### src/rtl/count_pkg.sv
// Shared constants and helpers for the counter family
// (prescaled_counter, debounce, display scan).
package count_pkg;

  localparam logic MODE_WRAP = 1'b0;
  localparam logic MODE_SAT  = 1'b1;

  // Elaboration-time ceil(log2(v)); returns at least 1 so a register is never zero width.
  function automatic int clog2(input int v);
    int r;
    r = 0;
    while ((1 << r) < v) r++;
    return (r < 1) ? 1 : r;
  endfunction

endpackage

### src/rtl/prescaled_counter_if.sv
// Control/status bundle of prescaled_counter: the host drives the controls
// and observes count and strobes.
interface prescaled_counter_if #(
  parameter int WIDTH = 4
);
  logic             en;
  logic             clear;
  logic             load;
  logic [WIDTH-1:0] load_val;
  logic             up_dn;
  logic             mode;
  logic [WIDTH-1:0] count;
  logic             tick;
  logic             tc;

  modport master (
    output en, clear, load, load_val, up_dn, mode,
    input  count, tick, tc
  );

  modport slave (
    input  en, clear, load, load_val, up_dn, mode,
    output count, tick, tc
  );
endinterface

### src/rtl/tick_gen.sv
// Free-running prescaler: roll is a combinational enable that is high in the
// last cycle of each DIV-cycle period while en is asserted.
module tick_gen
  import count_pkg::*;
#(
  parameter int DIV = 2
) (
  input  logic clk,
  input  logic reset_n,
  input  logic en,
  input  logic clear,
  output logic roll
);

  localparam int            PW   = clog2(DIV);
  localparam logic [PW-1:0] LAST = PW'(DIV - 1);

  logic [PW-1:0] pre;

  assign roll = en && (pre == LAST);

  always_ff @(posedge clk or negedge reset_n) begin
    if (!reset_n) begin
      pre <= '0;
    end else if (clear || roll) begin
      pre <= '0;
    end else if (en) begin
      pre <= pre + PW'(1);
    end
  end

endmodule

### src/rtl/prescaled_counter.sv
// Counter stepping once every CLK_HZ/TICK_HZ clocks, with up/down, wrap or
// saturate, synchronous load/clear and registered tick/terminal-count strobes.
module prescaled_counter
  import count_pkg::*;
#(
  parameter int CLK_HZ  = 100_000_000,
  parameter int TICK_HZ = 1,
  parameter int WIDTH   = 4,
  parameter int MAX     = 2**WIDTH - 1
) (
  input  logic                clk,
  input  logic                reset_n,
  prescaled_counter_if.slave  bus
);

  localparam int               DIV   = CLK_HZ / TICK_HZ;
  localparam logic [WIDTH-1:0] MAX_V = WIDTH'(MAX);

  generate
    if ((CLK_HZ % TICK_HZ) != 0 || DIV < 2) begin : g_bad_div
      $error("prescaled_counter: CLK_HZ/TICK_HZ must be an integer >= 2");
    end
    if (MAX < 1 || MAX > 2**WIDTH - 1) begin : g_bad_max
      $error("prescaled_counter: MAX must lie in 1 .. 2**WIDTH-1");
    end
  endgenerate

  function automatic logic [WIDTH-1:0] clamp_load(input logic [WIDTH-1:0] v);
    return (v > MAX_V) ? MAX_V : v;
  endfunction

  // Boundary is MAX going up, 0 going down; mode only matters at the boundary.
  function automatic logic [WIDTH-1:0] step_val(input logic [WIDTH-1:0] c,
                                                input logic up, input logic sat);
    if (up) return (c == MAX_V) ? (sat ? MAX_V : '0) : c + WIDTH'(1);
    else    return (c == '0)    ? (sat ? '0 : MAX_V) : c - WIDTH'(1);
  endfunction

  logic roll;
  logic at_bound;

  tick_gen #(.DIV(DIV)) u_tick_gen (
    .clk     (clk),
    .reset_n (reset_n),
    .en      (bus.en),
    .clear   (bus.clear),
    .roll    (roll)
  );

  assign at_bound = bus.up_dn ? (bus.count == MAX_V) : (bus.count == '0);

  always_ff @(posedge clk or negedge reset_n) begin
    if (!reset_n) begin
      bus.count <= '0;
      bus.tick  <= 1'b0;
      bus.tc    <= 1'b0;
    end else if (bus.clear) begin
      bus.count <= '0;
      bus.tick  <= 1'b0;
      bus.tc    <= 1'b0;
    end else if (bus.load) begin
      bus.count <= clamp_load(bus.load_val);
      bus.tick  <= roll;
      bus.tc    <= 1'b0;
    end else begin
      bus.tick <= roll;
      bus.tc   <= roll && at_bound;
      if (roll) bus.count <= step_val(bus.count, bus.up_dn, bus.mode == MODE_SAT);
    end
  end

endmodule

### src/flat_wrapper.sv
// flat-port wrapper written by rule: the top's interface ports become plain ports
module prescaled_counter_flat import count_pkg::*;
#(
  parameter int CLK_HZ  = 100_000_000,
  parameter int TICK_HZ = 1,
  parameter int WIDTH   = 4,
  parameter int MAX     = 2**WIDTH - 1
)
  (clk, reset_n, bus_en, bus_clear, bus_load, bus_load_val, bus_up_dn, bus_mode, bus_count, bus_tick, bus_tc);
  prescaled_counter_if #(.WIDTH(WIDTH)) bus_i ();
  input  logic clk;
  input  logic reset_n;
  input wire logic [$bits(bus_i.en)-1:0] bus_en;
  input wire logic [$bits(bus_i.clear)-1:0] bus_clear;
  input wire logic [$bits(bus_i.load)-1:0] bus_load;
  input wire logic [$bits(bus_i.load_val)-1:0] bus_load_val;
  input wire logic [$bits(bus_i.up_dn)-1:0] bus_up_dn;
  input wire logic [$bits(bus_i.mode)-1:0] bus_mode;
  output wire logic [$bits(bus_i.count)-1:0] bus_count;
  output wire logic [$bits(bus_i.tick)-1:0] bus_tick;
  output wire logic [$bits(bus_i.tc)-1:0] bus_tc;
  assign bus_i.en = bus_en;
  assign bus_i.clear = bus_clear;
  assign bus_i.load = bus_load;
  assign bus_i.load_val = bus_load_val;
  assign bus_i.up_dn = bus_up_dn;
  assign bus_i.mode = bus_mode;
  assign bus_count = bus_i.count;
  assign bus_tick = bus_i.tick;
  assign bus_tc = bus_i.tc;
  prescaled_counter #(.CLK_HZ(CLK_HZ), .TICK_HZ(TICK_HZ), .WIDTH(WIDTH), .MAX(MAX)) u_core (.clk(clk), .reset_n(reset_n), .bus(bus_i));
endmodule
### config.mk
export PLATFORM = sky130hd
export DESIGN_NAME = prescaled_counter_flat
export DESIGN_NICKNAME = d
export VERILOG_FILES = /design/src/rtl/count_pkg.sv /design/src/rtl/prescaled_counter_if.sv /design/src/rtl/tick_gen.sv /design/src/rtl/prescaled_counter.sv /design/src/flat_wrapper.sv
export SDC_FILE = /design/constraint.sdc
export NUM_CORES = 1
export LEC_CHECK = 0
export BUFFER_PORTS_ARGS = -buffer_cell sky130_fd_sc_hd__buf_2
export CAP_MARGIN = 20
export CORE_MARGIN = 8
export CORE_UTILIZATION = 52
export CTS_CLUSTER_DIAMETER = 30
export DETAILED_ROUTE_END_ITERATION = 16
export GPL_ROUTABILITY_DRIVEN = 0
export PLACE_DENSITY = 0.71
export RECOVER_POWER = 25
export SYNTH_ARGS = -nofsm -noshare
export SYNTH_HDL_FRONTEND = slang
export SYNTH_SLANG_ARGS = --single-unit
### constraint.sdc
create_clock -name clk -period 6 [get_ports clk]
set_input_delay 1.2 -clock clk [delete_from_list [all_inputs] [get_ports clk]]
set_output_delay 1.2 -clock clk [all_outputs]
set_load 0.1 [all_outputs]
### Word-level counts from Yosys, hierarchy flattened

Index checks and enable logic that the tools add are counted.
W data, S select, Z words.

| operators by class | value |
|---|---|
| divide/modulo/power cells | 0 |
| bitwise operators | 0 |
| multipliers | 0 |
| eq/ne operators | 2 |
| shifts and indexed selects | 0 |
| add/sub/neg operators | 3 |
| magnitude comparators | 1 |
| multiplexer cells | 15 |
| reduce and logical (&&, ||, !) cells | 6 |

Operator list:

| cell | number |
|---|---|
| $mux W27 | 2 |
| $mux W4 | 9 |
| $add A27 B1 Y27 const B | 1 |
| $eq A27 B27 Y1 const B | 1 |
| $add A4 B1 Y4 const B | 1 |
| $eq A4 B4 Y1 const B | 1 |
| $gt A4 B4 Y1 const B | 1 |
| $logic_not A4 Y1 | 1 |
| $mux W1 | 4 |
| $sub A4 B1 Y4 const B | 1 |
| $reduce_bool A3 Y1 | 1 |
| $logic_and A1 B1 Y1 | 2 |
| $reduce_bool A2 Y1 | 1 |
| $logic_or A1 B1 Y1 | 1 |

| word-level totals | value |
|---|---|
| memories | 0 |
| latch bits | 0 |
| RAM bits | 0 |
| output and inout bits | 6 |
| bits in read-only memories | 0 |
| flip-flop bits (word level) | 33 |
| word-level logic and storage cells | 31 |

### Logic depth before layout (Yosys ltp)

Gate-level depths: netlist of run 1.

| logic depth | value |
|---|---|
| depth in word-level cells | 6 |
| gate-level depth with buffers | 7 |

### Hierarchy

From an unflattened synthesis of run 1, not the netlist that was laid out.

| unflattened totals | value |
|---|---|
| cells, all modules | 215 |
| area total of the unflattened synthesis | 1,963.1 um2 |

Modules (own cells, without submodules):

| module | cells each | instances | area an instance (um2) |
|---|---|---|---|
| tick_gen | 155 | 1 | 1,458.9 |
| prescaled_counter | 60 | 1 | 504.2 |

### Least setup slack after synthesis of run 1

No wires, ideal clock.

| timing | value |
|---|---|
| kind | input -> register |
| start point | input bus_en |
| end point | register u_core.bus.count[0] |
| data arrival time | 2.686 ns |
| path buffers | 2 |
| path slack | 3.224 ns |
| stages | 6 |
| cell sequence | buf_6 > nand4_2 > or4_1 > buf_2 > or4_4 > o221ai_1 |

| on the way | value |
|---|---|
| cells in the longest elaborated chain, start to end | 2 |

RTL lines:

| element | RTL line | RTL |
|---|---|---|
| from (decl) | flat_wrapper.sv:13 | `input wire logic [$bits(bus_i.en)-1:0] bus_en;` |
| $logic_and A1 B1 Y1 | tick_gen.sv:20 | `assign roll = en && (pre == LAST);` |
| $reduce_bool A3 Y1 (no line) | -- |  |
| to (signal assigned) | prescaled_counter.sv:62 | `bus.count <= clamp_load(bus.load_val);` |
| to (signal assigned) | prescaled_counter.sv:68 | `if (roll) bus.count <= step_val(bus.count, bus.up_dn, bus.mode == MODE_SAT);` |
| to (decl) | prescaled_counter_if.sv:23 | `output count, tick, tc` |

Every way passes these cells.
A chain may end at the register's enable or synchronous reset.

### Final worst setup path of run 1

| timing | value |
|---|---|
| start point | input bus_en |
| end point | register u_core.u_tick_gen.pre[22] |

| on the way | value |
|---|---|
| cells in the longest elaborated chain, start to end | 3 |
| elaborated cells between the ends (all ways) | 4 |
| classes of those cells | mux: 1; reduce/logical: 3 |

RTL lines:

| element | RTL line | RTL |
|---|---|---|
| $logic_and A1 B1 Y1 | tick_gen.sv:20 |  |
| $logic_or A1 B1 Y1 | tick_gen.sv:25 | `end else if (clear \|\| roll) begin` |
| $mux W27 or $reduce_bool A2 Y1 (tied branches) | -- |  |
| to (signal assigned) | tick_gen.sv:28 | `pre <= pre + PW'(1);` |
| to (decl) | tick_gen.sv:18 | `logic [PW-1:0] pre;` |

Several ways; a longest one is shown, not always the timed one.

==> results of run 1 <==
==> registers in the layout (all words and copies together), names as in the netlist <==
name,count
u_core.bus.count,4
u_core.u_tick_gen.pre,27
u_core.bus.tc,1
u_core.bus.tick,1
==> cells in the final DEF, fill, tap and decap left out, drive strengths merged, types with 2 or more instances in the layout <==
cell    count
clkbuf      8
xnor2       5
buf        15
o31ai       8
inv         6
xor2        7
nand4      11
and4        6
dfrtp      33
or3         5
o221ai      2
or2         2
nor4        3
and3        3
nor2b       3
ha          3
nand2b      2
a21oi      12
nand3      10
o21bai      2
or4        10
and2        2
nor2       19
o211ai      4
o21ai       9
mux2i       2
nand2      18
nor4b       2
==> logic make-up (layout without fill, tap and decap cells) <==
group,count (synthesis),after routing,share of synthesized area
AND/OR/NAND/NOR,100,100,0.290
buffers and inverters,17,30,0.0384
XOR/XNOR,12,12,0.0529
multiplexers,3,3,0.0157
AO/OA/AOI/OAI,48,48,0.169
flip-flops,33,33,0.415
adder cells (fa/ha/maj),3,3,0.0189
==> worst max-delay path, stage by stage <==
cell and delay, ps:
buf_2 170, nand4_2 170, or4_1 590, o21bai_2 880, o21ba_2 260
==> power by group <==
part	leakage (nW)	internal (mW)	total [mW]	switching [mW]
Clock	0.0542	0.104	0.183	0.0798
Combinational	0.364	0.0135	0.0443	0.0308
Sequential	0.457	0.225	0.230	0.00512
Total	0.876	0.342	0.458	0.116
==> per-layer routing <==
layer	vias up	global-route usage	wire length [um]
li1	831	-	-
met1	799	0.186	2060
met2	24	0.229	1950
met3	6	0.0472	214
met4	0	0.0509	59
met5	-	0	0
==> through the flow <==
step / area (um2) / hold slack, ps / total power [mW]
2_1_floorplan: 1990 / 513 / 0.265
3_3_place_gp: 2070 / 541 / 0.279
3_5_place_dp: 2070 / 545 / 0.279
4_1_cts: 2180 / 554 / 0.464
5_1_grt: 2170 / 584 / 0.475
6_report: 2170 / 550 / 0.458
==> worst paths after layout <==
kind	startpoint	to	slack [ps]	cells after the start
worst max-delay path	bus_en	u_core.u_tick_gen.pre[22]	2910	5
worst min-delay path	u_core.u_tick_gen.pre[26]	u_core.u_tick_gen.pre[26]	550	2
worst max register to register	u_core.u_tick_gen.pre[0]	u_core.u_tick_gen.pre[22]	3390	5
worst min register to register	u_core.u_tick_gen.pre[26]	u_core.u_tick_gen.pre[26]	550	2
max in group asynchronous	reset_n	u_core.u_tick_gen.pre[13]	3600	1
min in group asynchronous	reset_n	u_core.u_tick_gen.pre[3]	1380	1
==> area by class of cell <==
type,instances,area share
clock buffer,7,0.0443
clock inverter,1,0.00230
inverter,6,0.0104
multi-input combinational,166,0.499
sequential,33,0.380
tap,48,0.0276
timing repair buffer,16,0.0362
==> cell usage after synthesis, drive strengths merged (4+ instances only) <==
| master | n |
|---|---|
| or4 | 10 |
| o211ai | 4 |
| o21ai | 9 |
| dfrtp | 33 |
| or3 | 5 |
| xnor2 | 5 |
| clkbuf | 8 |
| xor2 | 7 |
| nand4 | 11 |
| nand3 | 10 |
| nor2 | 19 |
| o31ai | 8 |
| nand2 | 18 |
| inv | 6 |
| a21oi | 12 |
| and4 | 6 |
==> reports/metrics.yaml, run 1 <==
sta:
  worst_slack_ps: 2910
  clock.fmax_mhz: 324
  hold_violations: 0
  fin_crit_ps: 3090
  fin_tns_setup_ps: 0
  post-route-period-util: 0.514
  rsz0062_at_grt: "no"
  slew_violations: 34
  final.setup_skew_ps: 5.43
  setup_viol: 0
  worst_pin_slew_ps: 1770
  slew_headroom: -0.178
run:
  cap_viol_max_count: 1
power_and_ir_drop:
  vdd_ir_drop_max_uv: 144
  leakage_nw: 0.876
  powerDensity_nw_per_um2: 211
clocking:
  cts_hold_buffers: 0
  post_cts_buffers: 0
  clockRootBuffer: "clkbuf_8"
  htreeDepth: 2
  clk_pin_slew_worst_paths_ps: 70
  clock_sinks: 33
  worstSkewPairLatency_ps: 290
  cts_tree: "yes"
  cts_resized: 0
  clk_path_buf_depth: 2
  cts_buffers: 5
synth:
  ys_seq_area_frac: 0.415
  synth_warnings: 0
  synth_edf_count: 0
  synthFlopType: "dfrtp_1"
  synth_top_cell_by_area: "dfrtp_1"
  syn_area_um2: 1990
  synth-seq-cells: 33
  syn_inst: 216
  avgSynthCellArea_um2: 9.20
  yosysTopAreaCellShare: 0.415
  synthDistinctLibCells: 51
  async_reset_ff_frac: 1.00
  syn-num-nets: 230
  ys_top_cells_by_area: "dfrtp_1 42%, nor2_1 3.6%, nand2_1 3.4%, or4_1 3.4%, nand4_1 3.1%"
run_status:
  status: "complete, but fails checks"
  violations: "max-capacitance violations, max-slew violations"
setup_path:
  end_kind: "flop"
  crit_type: "in2reg"
  cp.required_ps: 6180
  critical_path_arrival_ps: 3270
  critPathMaxFanout: 26
  cp-start-kind: "input pin"
final_layout:
  fillers: 345
  areaGrowthSynthToFinish_pct: 9.38
  stdcell_count: 277
  drive_gt1_frac: 0.166
  nets: 242
  ff_latch_area_um2: 826
  multiInputGateArea_um2: 1090
  fin_util: 0.594
  num_antenna_cells: 0
global_routing:
  grt_pass1_vias: 1609
  grt_overflow_total: 0
  antenna_found_initial: 0
  grt_first_pass_wirelength_um: 7380
  grt_usage: 0.147
  grt_max_degree: 34
die:
  ios: 17
  start_util: 0.543
  die_w_um: 77.8
  core_um2: 3660
  die-area_um2: 6060
  die_h_um: 77.8
  rows: 22
placed_design:
  dpl.cell_count: 269
  io_buffers: 16
  dpl.hpwl_um: 2980
  pre_cts_ws_ps: 2620
route:
  drc_errors: 0
  num_vias: 1660
  drt.antenna.violating_nets: 0
  avgRoutedWirePerCell_um: 15.5
  drtPass1Iterations: 4
  wirelength_um: 4280
  avgViaCountPerCell: 5.99
  drtIter0Drc: 108
worst_hold_path:
  hold_path.class: "reg2reg"
Power figures use the tool's default switching activity.
==> run 2: changes to the inputs <==
==> constraint.sdc (replaced) <==
create_clock -name clk -period 3.1 [get_ports clk]
set_input_delay 0.62 -clock clk [delete_from_list [all_inputs] [get_ports clk]]
set_output_delay 0.62 -clock clk [all_outputs]
set_load 0.1 [all_outputs]
==> run 2 against run 1 <==
- clock skew grew 3.1 ps
- register-to-register slack lost 2500 ps
- critical path type is now reg2reg
- flip-flop and latch count is the same
- final cell count grew 0.36%
- sequential share of layout area grew 0.13 points
- sequential power grew 94%
- critical path depth is the same
- the flow still finishes with violations (max-capacitance violations, max-slew violations)
- via count grew 0.66%
- final area shrank 0.35%
- non-clock buffer count grew 1
==> reports/metrics.yaml, run 2 (synthesized netlist as in run 1, its figures left out) <==
clocking:
  post_cts_buffers: 0  # unchanged
  cts_tree: "yes"
  clk_path_buf_depth: 2  # unchanged
  clock_sinks: 33  # unchanged
  worstSkewPairLatency_ps: 290  # about the same
  cts_hold_buffers: 0  # unchanged
  cts_resized: 0  # unchanged
  clk_pin_slew_worst_paths_ps: 80  # about the same
  clockRootBuffer: "clkbuf_8"
  cts_buffers: 5  # unchanged
  htreeDepth: 2  # unchanged
route:
  avgViaCountPerCell: 6.01  # +0.30%
  drtIter0Drc: 207  # +92%
  num_vias: 1671  # +0.66%
  wirelength_um: 4230  # -1.2%
  drt.antenna.violating_nets: 0  # unchanged
  drc_errors: 0  # unchanged
  drtPass1Iterations: 4  # unchanged
  avgRoutedWirePerCell_um: 15.2  # -1.5%
die:
  die_w_um: 77.8  # unchanged
  die-area_um2: 6060  # unchanged
  start_util: 0.543  # unchanged
  rows: 22  # unchanged
  ios: 17  # unchanged
  die_h_um: 77.8  # unchanged
  core_um2: 3660  # unchanged
placed_design:
  pre_cts_ws_ps: 710  # -1910 ps
  dpl.hpwl_um: 2970  # -0.66%
  io_buffers: 16  # unchanged
run:
  cap_viol_max_count: 1  # unchanged
final_layout:
  top_register: "u_core.u_tick_gen.pre"
  final_common_cell: "dfrtp_1"
  largest_reg_flops: 27  # unchanged
  num_antenna_cells: 0  # unchanged
  nets: 243  # +0.41%
  areaGrowthSynthToFinish_pct: 9.00
  top_regs: "u_core.u_tick_gen.pre x27, u_core.bus.count x4"
  final_cell_mix: "33 x dfrtp_1, 19 x nor2_1, 18 x nand2_1, 15 x buf_2, 12 x a21oi_1"
  drive_gt1_frac: 0.170  # +0.00363
  fillers: 327  # -5.2%
power_and_ir_drop:
  powerDensity_nw_per_um2: 394  # +87%
  vdd_ir_drop_max_uv: 212  # +48%
  comb_power_share: 0.102  # +0.005
  leakage_nw: 0.870  # -0.63%
  netSwitchingFraction: 0.276  # +0.0234
  p_total_uw: 853  # +86%
  clockPowerShare: 0.376  # -0.024
  seqPwrFrac: 0.522  # +0.019
  p_sw_uw: 236  # +100%
  p_int_uw: 618  # +80%
global_routing:
  grt_first_pass_wirelength_um: 7780  # +5.5%
  grt_pass1_vias: 1698  # +5.5%
  antenna_found_initial: 0  # unchanged
  grt_max_degree: 34  # unchanged
  grt_usage: 0.153  # +0.00670
  grt_overflow_total: 0  # unchanged
sta:
  worst_slack_ps: 912  # -2000 ps
  post-route-period-util: 0.706
  rsz0062_at_grt: "no"
  final.setup_skew_ps: 8.49  # +3.06 ps
  clock.fmax_mhz: 457
  holdWs_ps: 555  # +5.13 ps
  setup_viol: 0  # unchanged
  worst_pin_slew_ps: 1740  # -27.3 ps
  hold_violations: 0  # unchanged
  fin_tns_setup_ps: 0  # unchanged
  fin_crit_ps: 2190
  slew_violations: 34  # unchanged
  slew_headroom: -0.160  # +0.0182
setup_path:
  crit_type: "reg2reg"
  critPathMaxFanout: 8  # -69%
  cp.required_ps: 3300  # -2880 ps
  critical_path_arrival_ps: 2390  # -880 ps
  cp-start-kind: "flop"
  end_kind: "flop"
worst_hold_path:
  hold_path.class: "in2reg"
run_status:
  violations: "max-capacitance violations, max-slew violations"
  status: "complete, but fails checks"
## run 2: cell count changes in the layout (fill, tap and decap cells not counted)
cell	change
buf_4	+1
clkbuf_8	-2
clkinv_2	+1
clkinvlp_4	+1
## run 2: power by group through the flow
stage / registers, mW / logic, mW / clock network (mW)
floorplan: 0.471 / 0.0420 / 0
CTS: 0.446 / 0.0884 / 0.333
detailed placement: 0.454 / 0.0881 / 0
global route: 0.447 / 0.0967 / 0.354
finish: 0.446 / 0.0866 / 0.321
global placement: 0.454 / 0.0873 / 0
## run 2: worst paths after layout
path | startpoint | end | slack, ps | cells after the start
max | u_core.u_tick_gen.pre[0] | u_core.bus.count[0] | 910 | 5
min | bus_load_val[3] | u_core.bus.count[3] | 560 | 3
min in group asynchronous | reset_n | u_core.u_tick_gen.pre[8] | 790 | 1
max reg2reg | u_core.u_tick_gen.pre[0] | u_core.bus.count[0] | 910 | 5
max in group asynchronous | reset_n | u_core.u_tick_gen.pre[25] | 1310 | 1
min reg2reg | u_core.u_tick_gen.pre[26] | u_core.u_tick_gen.pre[26] | 560 | 2
## run 2: cell type report
type / count / area [um2] / share of cell area
tap: 48 / 60.1 / 0.0277
clock buffer: 5 / 68.8 / 0.0318
sequential: 33 / 826 / 0.381
multi-input combinational: 166 / 1090 / 0.501
inverter: 6 / 22.5 / 0.0104
timing repair buffer: 17 / 86.3 / 0.0398
clock inverter: 3 / 17.5 / 0.00808
## run 2: critical path, cell delays in order (launching register included)
cell and delay, ps:
dfrtp_1 400, ha_1 220, nand4_2 150, or4_1 580
or4_4 570, o221ai_1 190
## run 2: metrics by stage
| stage | util | area [um2] | instances |
|---|---|---|---|
| after CTS | 0.592 | 2170 | 278 |
| after detailed placement | 0.569 | 2080 | 270 |
| after global routing | 0.592 | 2170 | 278 |
| after floorplan | - | 1990 | 216 |
| after global placement | 0.569 | 2080 | 270 |
| final | 0.592 | 2170 | 278 |
## run 2: per-layer routing
layer	GRT usage	vias up	wire, um
met5	0	-	0
met4	0.0566	0	40
met3	0.0507	5	211
met2	0.233	35	1940
met1	0.197	795	2040
li1	-	836	-
==> run 3: changes to the inputs <==
--- a/config.mk
+++ b/config.mk
@@ -5,6 +5,7 @@
 export SDC_FILE = /design/constraint.sdc
 export NUM_CORES = 1
 export LEC_CHECK = 0
+export ABC_AREA = 1
 export BUFFER_PORTS_ARGS = -buffer_cell sky130_fd_sc_hd__buf_2
 export CAP_MARGIN = 20
 export CORE_MARGIN = 8
==> constraint.sdc (replaced) <==
create_clock -name clk -period 2.25 [get_ports clk]
set_input_delay 0.45 -clock clk [delete_from_list [all_inputs] [get_ports clk]]
set_output_delay 0.45 -clock clk [all_outputs]
set_load 0.1 [all_outputs]
==> run 3 against run 2 <==
- the flow now finishes without violations
- via count rose by 20%
- die area grew 8.8%
- clock-buffer cell count rose by 1
- area after synthesis is 11% higher
- clock skew is 3.1 ps lower
- setup slack got worse by 480 ps
- critical endpoint is now u_core.u_tick_gen.pre[13]
- final area up 11%
==> reports/metrics.yaml, run 3 <==
synth:
  synthDistinctLibCells: 34  # -33%
  synthFlopType: "dfrtp_1"
  synth_edf_count: 0  # unchanged
  avgSynthCellArea_um2: 6.78  # -26%
  synth-seq-cells: 33  # unchanged
  syn_inst: 326  # +51%
  ys_seq_area_frac: 0.374  # -0.0416
  syn_area_um2: 2210  # +11%
  netlist_top_cells_count: "104 x nand2_1, 60 x nor2_1, 41 x inv_1"
  synth_top_cell_by_area: "dfrtp_1"
  synth_warnings: 0  # unchanged
  ys_top_cells_by_area: "dfrtp_1 37%, nand2_1 18%, nor2_1 10%, inv_1 7.0%, nand3_1 4.5%"
  yosysMostFrequentCell: "nand2_1"
  syn-num-nets: 340  # +48%
  yosysTopAreaCellShare: 0.374  # -0.0416
  async_reset_ff_frac: 1.00  # unchanged
sta:
  setup_viol: 0  # unchanged
  rsz0062_at_grt: "no"
  slew_headroom: 0.506  # +0.665
  final.setup_skew_ps: 5.36  # -3.12 ps
  fin_tns_setup_ps: 0  # unchanged
  worst_pin_slew_ps: 741  # -998 ps
  clock.fmax_mhz: 551  # +21%
  fin_crit_ps: 1810  # -375 ps
  slew_violations: 0  # -100%
  hold_violations: 0  # unchanged
  post-route-period-util: 0.806  # +0.100
route:
  drt.antenna.violating_nets: 0  # unchanged
  avgViaCountPerCell: 5.06  # -16%
  avgRoutedWirePerCell_um: 12.0  # -21%
  wirelength_um: 4740  # +12%
  drtPass1Iterations: 4  # unchanged
  drtIter0Drc: 123  # -41%
  num_vias: 2003  # +20%
  drc_errors: 0  # unchanged
power_and_ir_drop:
  leakage_nw: 1.17  # +35%
  clockPowerShare: 0.348  # -0.028
  powerDensity_nw_per_um2: 533  # +35%
  vdd_ir_drop_max_uv: 360  # +70%
  p_sw_uw: 408  # +73%
  netSwitchingFraction: 0.319  # +0.0425
  comb_power_share: 0.166  # +0.064
  seqPwrFrac: 0.485  # -0.037
  p_int_uw: 873  # +41%
clocking:
  post_cts_buffers: 0  # unchanged
  cts_tree: "yes"
  cts_resized: 0  # unchanged
  clk_pin_slew_worst_paths_ps: 70  # about the same
  clockRootBuffer: "clkbuf_8"
  clk_path_buf_depth: 2  # unchanged
  worstSkewPairLatency_ps: 290  # about the same
  clock_sinks: 33  # unchanged
  cts_hold_buffers: 0  # unchanged
  htreeDepth: 2  # unchanged
  cts_buffers: 5  # unchanged
final_layout:
  areaGrowthSynthToFinish_pct: 8.83
  num_antenna_cells: 0  # unchanged
  final_common_cell: "nand2_1"
  nets: 359  # +48%
  fillers: 389  # +19%
  drive_gt1_frac: 0.145  # -0.0251
  top_register: "u_core.u_tick_gen.pre"
  final_cell_area_um2: 2400  # +11%
  largest_reg_flops: 27  # unchanged
  ff_latch_area_um2: 826  # unchanged
  final_cell_mix: "104 x nand2_1, 60 x nor2_1, 41 x inv_1, 33 x dfrtp_1, 20 x nand3_1"
  top_regs: "u_core.u_tick_gen.pre x27, u_core.bus.count x4"
  multiInputGateArea_um2: 1180  # +9.1%
placed_design:
  io_buffers: 16  # unchanged
  place_area_um2: 2320  # +12%
  dpl.hpwl_um: 3600  # +22%
setup_path:
  cp-start-kind: "flop"
  critical_path_arrival_ps: 2030  # -360 ps
  max_stage_delay_ps: 400  # -180 ps
  crit_type: "reg2reg"
  critPathMaxFanout: 15  # +7
  cp_cell_sequence: "ha_1 -> nand3_1 -> inv_1 -> nand2_2 -> nor2_2 -> a21oi_2 -> buf_4 -> nand2_1 -> a21oi_1"
  slowest_stage: "dfrtp_1"
  end_kind: "flop"
  cp.required_ps: 2470  # -830 ps
global_routing:
  grt_max_degree: 34  # unchanged
  grt_pass1_vias: 1982  # +17%
  antenna_found_initial: 0  # unchanged
  grt_usage: 0.166  # +0.0131
  grt_first_pass_wirelength_um: 8770  # +13%
  grt_overflow_total: 0  # unchanged
die:
  rows: 23  # +4.5%
  ios: 17  # unchanged
  die-area_um2: 6590  # +8.8%
  core_um2: 4060  # +11%
  die_w_um: 81.2  # +4.3%
  die_h_um: 81.2  # +4.3%
  start_util: 0.545  # +0.00150
worst_hold_path:
  hold_path.class: "in2async"
run:
  cap_viol_max_count: 0  # -1
run_status:
  status: "complete, no violations"
-- run 3: cell count changes after synthesis, moves of 8 or more --
cell / previous run / this run
nand3_1: 10 / 20
nand2_1: 18 / 104
clkbuf_1: 8 / 0
nor2_1: 19 / 60
or4_1: 9 / 0
o31ai_1: 8 / 0
nor3_1: 1 / 9
inv_1: 6 / 41
-- run 3: power groups by stage --
stage | sequential (mW) | combinational (mW) | clock [mW]
final | 0.622 | 0.213 | 0.446
after global routing | 0.625 | 0.243 | 0.476
after CTS | 0.622 | 0.216 | 0.449
after detailed placement | 0.633 | 0.215 | 0
after global placement | 0.633 | 0.215 | 0
after floorplan | 0.685 | 0.110 | 0
-- run 3: path summary, 6_finish.rpt --
check                                          from                         to  slack [ps]  depth (start not counted)
setup / recovery           u_core.u_tick_gen.pre[0]  u_core.u_tick_gen.pre[13]         440                          9
min in group clk                           bus_load              u_core.bus.tc         330                          2
max in group asynchronous                   reset_n  u_core.u_tick_gen.pre[14]        1560                          1
hold / removal                              reset_n   u_core.u_tick_gen.pre[3]         220                          1
setup reg to reg           u_core.u_tick_gen.pre[0]  u_core.u_tick_gen.pre[13]         440                          9
hold reg to reg            u_core.u_tick_gen.pre[0]   u_core.u_tick_gen.pre[0]         520                          2
-- run 3: layout make-up --
class / instances / area share
multi-input cells: 245 / 0.493
flip-flops and latches: 33 / 0.343
inverters: 43 / 0.0671
repair buffers: 17 / 0.0364
clock buffers: 6 / 0.0302
well taps: 50 / 0.0260
clock inverters: 2 / 0.00416
-- run 3: routing by layer --
layer,track usage,vias up,part of all wire
met3,0.0386,7,0.037
met1,0.209,915,0.50
met5,0,-,0
met4,0.0625,0,0.014
met2,0.271,26,0.45
li1,-,1055,-
-- run 3: logic make-up (layout without fill, tap and decap cells) --
family                   Yosys count  count (layout)  synth area share
XOR/XNOR                           2               2           0.00793
AO/OA/AOI/OAI                     18              18            0.0493
buffers and inverters             48              68            0.0900
AND/OR/NAND/NOR                  222             222             0.462
flip-flops                        33              33             0.374
adder cells (fa/ha/maj)            3               3            0.0170
-- run 3: metrics by stage --
| stage | cells | utilization | setup slack (ps) | hold WS (ps) | total power [mW] |
|---|---|---|---|---|---|
| floorplan | 326 | - | 174 | 154 | 0.795 |
| global placement | 388 | 0.572 | 534 | 494 | 0.848 |
| detailed placement | 388 | 0.572 | 443 | 505 | 0.849 |
| CTS | 396 | 0.593 | 417 | 245 | 1.29 |
| global route | 396 | 0.593 | 279 | 301 | 1.34 |
| finish | 396 | 0.593 | 437 | 217 | 1.28 |
-- run 3: critical path, delay by kind of cell, from the launching register on --
family | cells | cell delay (ps)
compound gates | 2 | 430
flops | 1 | 400
buf+inv | 2 | 370
simple gates | 4 | 340
fa+ha+maj | 1 | 220
